<file path="src/rtl/stream_deserializer_pkg.sv">
// Shared helpers for the stream deserializer: index-width math for the beat counter.
package stream_deserializer_pkg;

  // Width needed to index n items; a single item still gets a 1-bit index.
  function automatic int unsigned idx_width(input int unsigned n);
    return (n > 1) ? $clog2(n) : 1;
  endfunction

endpackage

</file>
<file path="src/rtl/stream_deserializer.sv">
// Narrow-to-wide stream converter: packs Ratio narrow beats (lane 0 first) into one wide word,
// with early close on narrow_last_i and valid/ready handshakes on both sides.
//
//   state | meaning
//   FILL  | assembling lanes, wide_valid_o low
//   HOLD  | wide word presented, stable until the wide handshake
module stream_deserializer
  import stream_deserializer_pkg::*;
#(
  parameter int unsigned NarrowWidth = 8,
  parameter int unsigned Ratio       = 4
) (
  input  logic                         clk_i,
  input  logic                         rst_i,
  input  logic                         flush_i,
  input  logic                         narrow_valid_i,
  output logic                         narrow_ready_o,
  input  logic [NarrowWidth-1:0]       narrow_data_i,
  input  logic                         narrow_last_i,
  output logic                         wide_valid_o,
  input  logic                         wide_ready_i,
  output logic [NarrowWidth*Ratio-1:0] wide_data_o,
  output logic [Ratio-1:0]             wide_strb_o,
  output logic                         wide_last_o
);

  localparam int unsigned CntWidth = idx_width(Ratio);
  localparam logic [CntWidth-1:0] LastCnt = CntWidth'(Ratio - 1);

  typedef enum logic {FILL, HOLD} state_e;

  state_e                       state_q, state_d;
  logic [CntWidth-1:0]          cnt_q, cnt_d;
  logic [NarrowWidth*Ratio-1:0] data_q, data_d;
  logic [Ratio-1:0]             strb_q, strb_d;
  logic                         last_q, last_d;
  logic                         accept;

  assign narrow_ready_o = !flush_i && ((state_q == FILL) || wide_ready_i);
  assign accept         = narrow_valid_i && narrow_ready_o;

  assign wide_valid_o = (state_q == HOLD);
  assign wide_data_o  = data_q;
  assign wide_strb_o  = strb_q;
  assign wide_last_o  = last_q;

  always_comb begin
    state_d = state_q;
    cnt_d   = cnt_q;
    data_d  = data_q;
    strb_d  = strb_q;
    last_d  = last_q;

    if (flush_i) begin
      state_d = FILL;
      cnt_d   = '0;
      data_d  = '0;
      strb_d  = '0;
      last_d  = 1'b0;
    end else begin
      case (state_q)
        FILL: begin
          if (accept) begin
            for (int k = 0; k < int'(Ratio); k++) begin
              if (cnt_q == CntWidth'(k)) begin
                data_d[k*NarrowWidth +: NarrowWidth] = narrow_data_i;
                strb_d[k]                            = 1'b1;
              end
            end
            if ((cnt_q == LastCnt) || narrow_last_i) begin
              state_d = HOLD;
              last_d  = narrow_last_i;
              cnt_d   = '0;
            end else begin
              cnt_d = cnt_q + CntWidth'(1);
            end
          end
        end
        HOLD: begin
          if (wide_ready_i) begin
            state_d = FILL;
            cnt_d   = '0;
            data_d  = '0;
            strb_d  = '0;
            last_d  = 1'b0;
            // Beat arriving alongside the wide handshake starts the next word without a bubble.
            if (accept) begin
              data_d[NarrowWidth-1:0] = narrow_data_i;
              strb_d[0]               = 1'b1;
              if ((Ratio == 1) || narrow_last_i) begin
                state_d = HOLD;
                last_d  = narrow_last_i;
              end else begin
                cnt_d = CntWidth'(1);
              end
            end
          end
        end
        default: state_d = FILL;
      endcase
    end
  end

  always_ff @(posedge clk_i) begin
    if (rst_i) begin
      state_q <= FILL;
      cnt_q   <= '0;
      data_q  <= '0;
      strb_q  <= '0;
      last_q  <= 1'b0;
    end else begin
      state_q <= state_d;
      cnt_q   <= cnt_d;
      data_q  <= data_d;
      strb_q  <= strb_d;
      last_q  <= last_d;
    end
  end

  logic [Ratio-1:0] strb_inc;
  assign strb_inc = strb_q + Ratio'(1);

  held_word_stable: assert property (@(posedge clk_i) disable iff (rst_i)
    (wide_valid_o && !wide_ready_i && !flush_i) |=>
      ($stable(wide_data_o) && $stable(wide_strb_o) && $stable(wide_last_o) && wide_valid_o));

  strb_contiguous: assert property (@(posedge clk_i) disable iff (rst_i)
    ((strb_q & strb_inc) == '0));

endmodule

</file>
<file path="config.mk">
export PLATFORM = sky130hd
export DESIGN_NAME = stream_deserializer
export DESIGN_NICKNAME = d
export VERILOG_FILES = /design/src/rtl/stream_deserializer_pkg.sv /design/src/rtl/stream_deserializer.sv
export SDC_FILE = /design/constraint.sdc
export NUM_CORES = 1
export LEC_CHECK = 0
export ABC_AREA = 1
export ABC_CLOCK_PERIOD_IN_PS = 2340
export CORE_MARGIN = 2
export CORE_UTILIZATION = 40
export DETAILED_ROUTE_END_ITERATION = 12
export GPL_TIMING_DRIVEN = 0
export HOLD_SLACK_MARGIN = 0.02
export PLACE_DENSITY = 0.72
export SETUP_SLACK_MARGIN = 0.1
export SLEW_MARGIN = 30
export SYNTH_ARGS = -nofsm -noshare
export SYNTH_HDL_FRONTEND = slang
export SYNTH_SLANG_ARGS = --single-unit
</file>
<file path="constraint.sdc">
create_clock -name clk_i -period 2.34 [get_ports clk_i]
set_input_delay 0.351 -clock clk_i [delete_from_list [all_inputs] [get_ports clk_i]]
set_output_delay 0.351 -clock clk_i [all_outputs]
set_load 0.1 [all_outputs]
</file>
# After elaboration in Yosys (flattened, before gate mapping)
# Cells that the tools add are included.
classes:
  mux: 32
  n_reduce_logical: 13
  n_eq_ne: 10
  add_sub_neg: 1
  bitwise_logic: 1
ops:
  columns: ["operator", "n"]
  rows:
  - ["$mux 32", 2]
  - ["$pmux 32 s2", 1]
  - ["$mux 8", 5]
  - ["$mux 1", 15]
  - ["$reduce_and 3->1", 5]
  - ["$ne 2x1->1 const B", 5]
  - ["$mux 4", 2]
  - ["$pmux 4 s2", 1]
  - ["$mux 2", 3]
  - ["$eq 2x2->1 const B", 2]
  - ["$ne 2x2->1 const B", 2]
  - ["$pmux 1 s2", 2]
  - ["$pmux 2 s2", 1]
  - ["$add 2x1->2 const B", 1]
  - ["$eq 2x1->1 const B", 1]
  - ["$logic_and 1x1->1", 2]
  - ["$logic_not 2->1", 1]
  - ["$logic_or 1x1->1", 2]
  - ["$reduce_and 2->1", 1]
  - ["$reduce_or 2->1", 1]
  - ["$logic_not 1->1", 1]
  - ["$not 1->1", 1]
totals:
  regBits: 40
  word_cells: 68
  in_bits: 14
  out_inout_bits: 39

# Depth between registers and ports, before layout
depth:
  ltp_word: 7
  ltp_mapped: 9
  ltp_nobuf: 8

# Least setup slack after synthesis
# No wires, ideal clock.
synth_timing:
  path_kind: "register to output"
  from: "register state_q, in the netlist wide_valid_o"
  to: "output narrow_ready_o"
  setup_slack_ns: -0.292
  t_required_ns: 1.989
  path_buffers: 0
  stages_incl_launch_ff: 4
  arrival_time_ns: 2.281
  path_cell_list: "dfxtp_1 inv_2 nor2_1 nor2_1"
synth_via:
  elab_chain_len: 3
synth_lines:
  columns: ["element", "line_no", "text"]
  rows:
  - ["start: declaration", "stream_deserializer.sv:32", "state_e state_q, state_d;"]
  - ["start signal: assignment", "stream_deserializer.sv:112", "state_q <= state_d;"]
  - ["$not 1->1", null, null]
  - ["$logic_or 1x1->1", "stream_deserializer.sv:39", "assign narrow_ready_o = !flush_i && ((state_q == FILL) || wide_ready_i);"]
  - ["$logic_and 1x1->1", "stream_deserializer.sv:39", null]
  - ["end: declaration", "stream_deserializer.sv:17", "output logic narrow_ready_o,"]
# No other way between the ends.

# Worst setup path in the final report
layout_timing:
  from: "register data_q[9], in the netlist wide_data_o[9]"
  to: "output wide_data_o[9]"
layout_rtl:
  columns: ["element", "line_no", "text"]
  rows:
  - ["start: declaration", "stream_deserializer.sv:34", "logic [NarrowWidth*Ratio-1:0] data_q, data_d;"]
  - ["start signal: assignment", "stream_deserializer.sv:114", "data_q <= data_d;"]
  - ["end: declaration", "stream_deserializer.sv:22", "output logic [NarrowWidth*Ratio-1:0] wide_data_o,"]
# No word-level cell between the ends.

==> impl_results.html <==
<table>
<tr><th>Metric</th><th>Value</th></tr>
<tr><th colspan="2">Cells and area</th></tr>
<tr><td>Synth-to-layout area growth</td><td>42.3%</td></tr>
<tr><td>Most frequent standard cell in the layout excluding fill and tap cells</td><td>sky130_fd_sc_hd__nand2_1</td></tr>
<tr><td>Ratio of cells with drive above 1 in the final layout</td><td>8.19%</td></tr>
<tr><td>Top library cells by usage in the layout, fill and taps aside</td><td>72 x sky130_fd_sc_hd__nand2_1, 50 x sky130_fd_sc_hd__clkdlybuf4s50_1, 40 x sky130_fd_sc_hd__dfxtp_1, 37 x sky130_fd_sc_hd__a21oi_1, 21 x sky130_fd_sc_hd__nor2_1</td></tr>
<tr><td>Antenna Cells</td><td>0</td></tr>
<tr><td>Filler cell count in the final layout</td><td>387</td></tr>
<tr><td>Non-filler cells, final</td><td>331</td></tr>
<tr><td>Net count, final</td><td>298</td></tr>
<tr><th colspan="2">Setup path</th></tr>
<tr><td>Crit start category</td><td>flip-flop</td></tr>
<tr><td>Capturing point of the worst reg2reg path</td><td>wide_data_o[7]</td></tr>
<tr><td>Arrival @ worst endpoint</td><td>1780 ps</td></tr>
<tr><td>Longest individual stage delay on the worst path</td><td>1140 ps</td></tr>
<tr><td>Crit path capture type</td><td>output port</td></tr>
<tr><td>Buffers and inverters on the worst path</td><td>1</td></tr>
<tr><td>Worst path required time</td><td>1990 ps</td></tr>
<tr><td>Crit path max fanout</td><td>2</td></tr>
<tr><td>Worst Reg-to-Reg Cells</td><td>6</td></tr>
<tr><td>Cell with the largest stage delay on the worst path</td><td>sky130_fd_sc_hd__clkdlybuf4s50_1</td></tr>
<tr><td>Worst R2R Start</td><td>wide_valid_o</td></tr>
<tr><td>Type of the worst setup path</td><td>reg2out</td></tr>
<tr><td>Crit-path leading delay family</td><td>buffers and inverters</td></tr>
<tr><td>Ordered cell list for the critical path</td><td>clkdlybuf4s50_1</td></tr>
<tr><td>Slack of the worst reg-to-reg path</td><td>960 ps</td></tr>
<tr><th colspan="2">CTS</th></tr>
<tr><td>Master cell of the clock root buffer</td><td>sky130_fd_sc_hd__clkbuf_8</td></tr>
<tr><td>Number of buffers created by CTS</td><td>5</td></tr>
<tr><td>Sinks on Clock Net</td><td>40</td></tr>
<tr><td>TritonCTS clock tree</td><td>yes</td></tr>
<tr><td>Post-CTS clock slew at the launch and capture registers of the worst setup and hold paths</td><td>80 ps</td></tr>
<tr><td>Clock Path Buffers</td><td>2</td></tr>
<tr><td>Worst-Skew Late Latency</td><td>280 ps</td></tr>
<tr><td>Depth of the CTS H-tree</td><td>2</td></tr>
<tr><td>Total setup buffers inserted after CTS</td><td>0</td></tr>
<tr><td>Number of buffers inserted for hold repair after clock tree synthesis</td><td>0</td></tr>
<tr><th colspan="2">Floorplan</th></tr>
<tr><td>DIE HEIGHT</td><td>68.4 um</td></tr>
<tr><td>Starting Density</td><td>41.4%</td></tr>
<tr><td>Core Area</td><td>0.00400 mm2</td></tr>
<tr><td>Total Die Area</td><td>0.00467 mm2</td></tr>
<tr><td>Die span in x</td><td>68.4 um</td></tr>
<tr><td>Number of primary I/O pins</td><td>53</td></tr>
<tr><td>Total number of placement rows</td><td>23</td></tr>
<tr><th colspan="2">Route</th></tr>
<tr><td>Vias post-DR</td><td>1550</td></tr>
<tr><td>Number of detailed-route iterations in the first pass</td><td>4</td></tr>
<tr><td>Routed vias/inst</td><td>4.68</td></tr>
<tr><td>WL/cell</td><td>11.7 um</td></tr>
<tr><td>DRT antenna net count</td><td>0</td></tr>
<tr><td>Total wire length after detailed routing</td><td>3.88 mm</td></tr>
<tr><td>First DRT Iteration DRCs</td><td>97</td></tr>
<tr><td>Total DRC errors in the routed layout</td><td>0</td></tr>
<tr><th colspan="2">Synth</th></tr>
<tr><td>FF+latch count, synth</td><td>40</td></tr>
<tr><td>Number of distinct library cells after synthesis</td><td>17</td></tr>
<tr><td>Post-Synthesis Mean Instance Area</td><td>7.50 um2</td></tr>
<tr><td>Post-synthesis net count</td><td>239</td></tr>
<tr><td>Count of synthesis-stage warnings from yosys</td><td>0</td></tr>
<tr><td>Synthesized area</td><td>0.00166 mm2</td></tr>
<tr><td>Number of standard cells after synthesis</td><td>221</td></tr>
<tr><td>Proportion of synthesized chip area in sequential cells</td><td>48.3%</td></tr>
<tr><th colspan="2">Pwr</th></tr>
<tr><td>Internal power consumption</td><td>1100 uW</td></tr>
<tr><td>Sequential fraction of design power</td><td>47.3%</td></tr>
<tr><td>Overall power consumption</td><td>1470 uW</td></tr>
<tr><td>Combinational power share</td><td>13.1%</td></tr>
<tr><td>Switching part of the total</td><td>25.4%</td></tr>
<tr><td>Switch Pwr</td><td>373 uW</td></tr>
<tr><td>Worst IR Drop VDD</td><td>0.000365 V</td></tr>
<tr><td>Leakage power of the design</td><td>0.000880 uW</td></tr>
<tr><td>Clock power share</td><td>39.6%</td></tr>
<tr><td>Ratio of total power to cell area</td><td>623 mW/mm2</td></tr>
<tr><th colspan="2">Run status</th></tr>
<tr><td>Outcome</td><td>complete, no violations</td></tr>
<tr><th colspan="2">Placement</th></tr>
<tr><td>Quantity of I/O buffers inserted on ports</td><td>52</td></tr>
<tr><td>Post-Place Cells</td><td>323</td></tr>
<tr><td>Routability congestion estimate from global placement</td><td>0.766</td></tr>
<tr><td>Sum of net half-perimeters after detailed placement</td><td>2.94 mm</td></tr>
<tr><th colspan="2">GRT</th></tr>
<tr><td>Number of antenna violations at the first check in global routing</td><td>0</td></tr>
<tr><td>First-pass GRT wire length</td><td>6.35 mm</td></tr>
<tr><td>Global router's overall resource usage</td><td>17.9%</td></tr>
<tr><td>Largest net degree at the start of global routing</td><td>14</td></tr>
<tr><td>Number of global-route vias before repair</td><td>1458</td></tr>
<tr><td>Total overflow reported by the global router</td><td>0</td></tr>
<tr><th colspan="2">Timing</th></tr>
<tr><td>Crit path time final</td><td>2130 ps</td></tr>
<tr><td>Final worst path period share</td><td>91.1%</td></tr>
<tr><td>Headroom to the max-slew limit</td><td>34.8%</td></tr>
<tr><td>Final setup violation count</td><td>0</td></tr>
<tr><td>Endpoints failing hold</td><td>0</td></tr>
<tr><td>Max Clock Skew</td><td>8.36 ps</td></tr>
<tr><td>Slew of the pin with the lowest slew margin</td><td>975 ps</td></tr>
<tr><td>Achievable clock frequency</td><td>0.469 GHz</td></tr>
<tr><td>Pins over their slew limit</td><td>0</td></tr>
<tr><td>Setup repair after global routing missed its margin</td><td>no</td></tr>
<tr><th colspan="2">Job</th></tr>
<tr><td>Max-cap violations</td><td>0</td></tr>
<tr><th colspan="2">Worst hold path</th></tr>
<tr><td>Beginning of the worst hold path</td><td>wide_data_o[21]</td></tr>
<tr><td>Hold Crit Depth</td><td>2</td></tr>
<tr><td>Hold WC Path Type</td><td>reg2reg</td></tr>
<tr><td>Endpoint, Worst Hold</td><td>wide_data_o[21]</td></tr>
</table>
## synthesized netlist by cell type (all sizes together)
cell	count	area [um2]
o21ai	4	23.8
inv	21	78.8
nand4	1	6.26
dfxtp	40	801
nand2	72	270
a21oi	37	185
ha	4	50.1
nand3	9	62.6
clkbuf	2	7.51
buf	3	21.3
nor2	28	150
## power groups by stage
stage | combinational, uW | clock (uW) | sequential, uW
after floorplan | 70.1 | 0 | 769
after global placement | 191 | 0 | 711
after detailed placement | 193 | 0 | 711
after CTS | 193 | 598 | 695
after global routing | 209 | 624 | 696
final | 192 | 581 | 695
## how the worst max path moves through the flow
stage / from / to / cells after the start
2_1_floorplan: wide_valid_o / narrow_ready_o / 3
3_3_place_gp: wide_ready_i / narrow_ready_o / 4
3_5_place_dp: wide_ready_i / narrow_ready_o / 4
4_1_cts: wide_ready_i / narrow_ready_o / 4
5_1_grt: wide_data_o[14] / wide_data_o[14] / 1
6_report: wide_data_o[9] / wide_data_o[9] / 1
## logic make-up after synthesis
kind of cell / share of synthesized area, %
AND/OR/NAND/NOR: 29.5
adder cells (fa/ha/maj): 3.02
flip-flops: 48.3
buffers and inverters: 6.50
AO/OA/AOI/OAI: 12.6
## layout make-up
type                       instances  area [um2]  area share [%]
multi-input combinational        155         751            31.8
clock inverter                     2        38.8            1.65
sequential                        40         801            34.0
buffer                             5        28.8            1.22
tap                               50        62.6            2.65
clock buffer                       6        82.6            3.50
inverter                          21        78.8            3.34
timing repair buffer              52         514            21.8
## flip-flops by register name, indices dropped and copies added, names as in the netlist
name and flops:
wide_data_o 32, wide_strb_o 4, wide_valid_o 1, wide_last_o 1
cnt_q 2
## stage by stage
step	hold WS, ps	util [%]	setup WS (ps)	instance area, um2	setup TNS [ps]
final	462	58.9	208	2360	0
after global routing	478	58.9	163	2360	0
after CTS	465	59.0	133	2360	0
after detailed placement	453	56.1	-146	2240	-146
after global placement	450	56.1	-141	2240	-141
after floorplan	493	-	163	1660	0
## repair_timing
item,in CTS,in global routing
cloned,0,0
setup endpoints to repair,2,1
resized for setup,2,2
## metal layers
layer / share of wire (%) / up-vias / wire, um / GRT usage, %
met2: 46 / 50 / 1790 / 29.6
met5: 0 / - / 0 / 0
met1: 48 / 682 / 1850 / 23.8
li1: - / 816 / - / -
met4: 0.31 / 0 / 12 / 5.25
met3: 5.8 / 2 / 224 / 3.13
(Power assumes the default switching activity.)
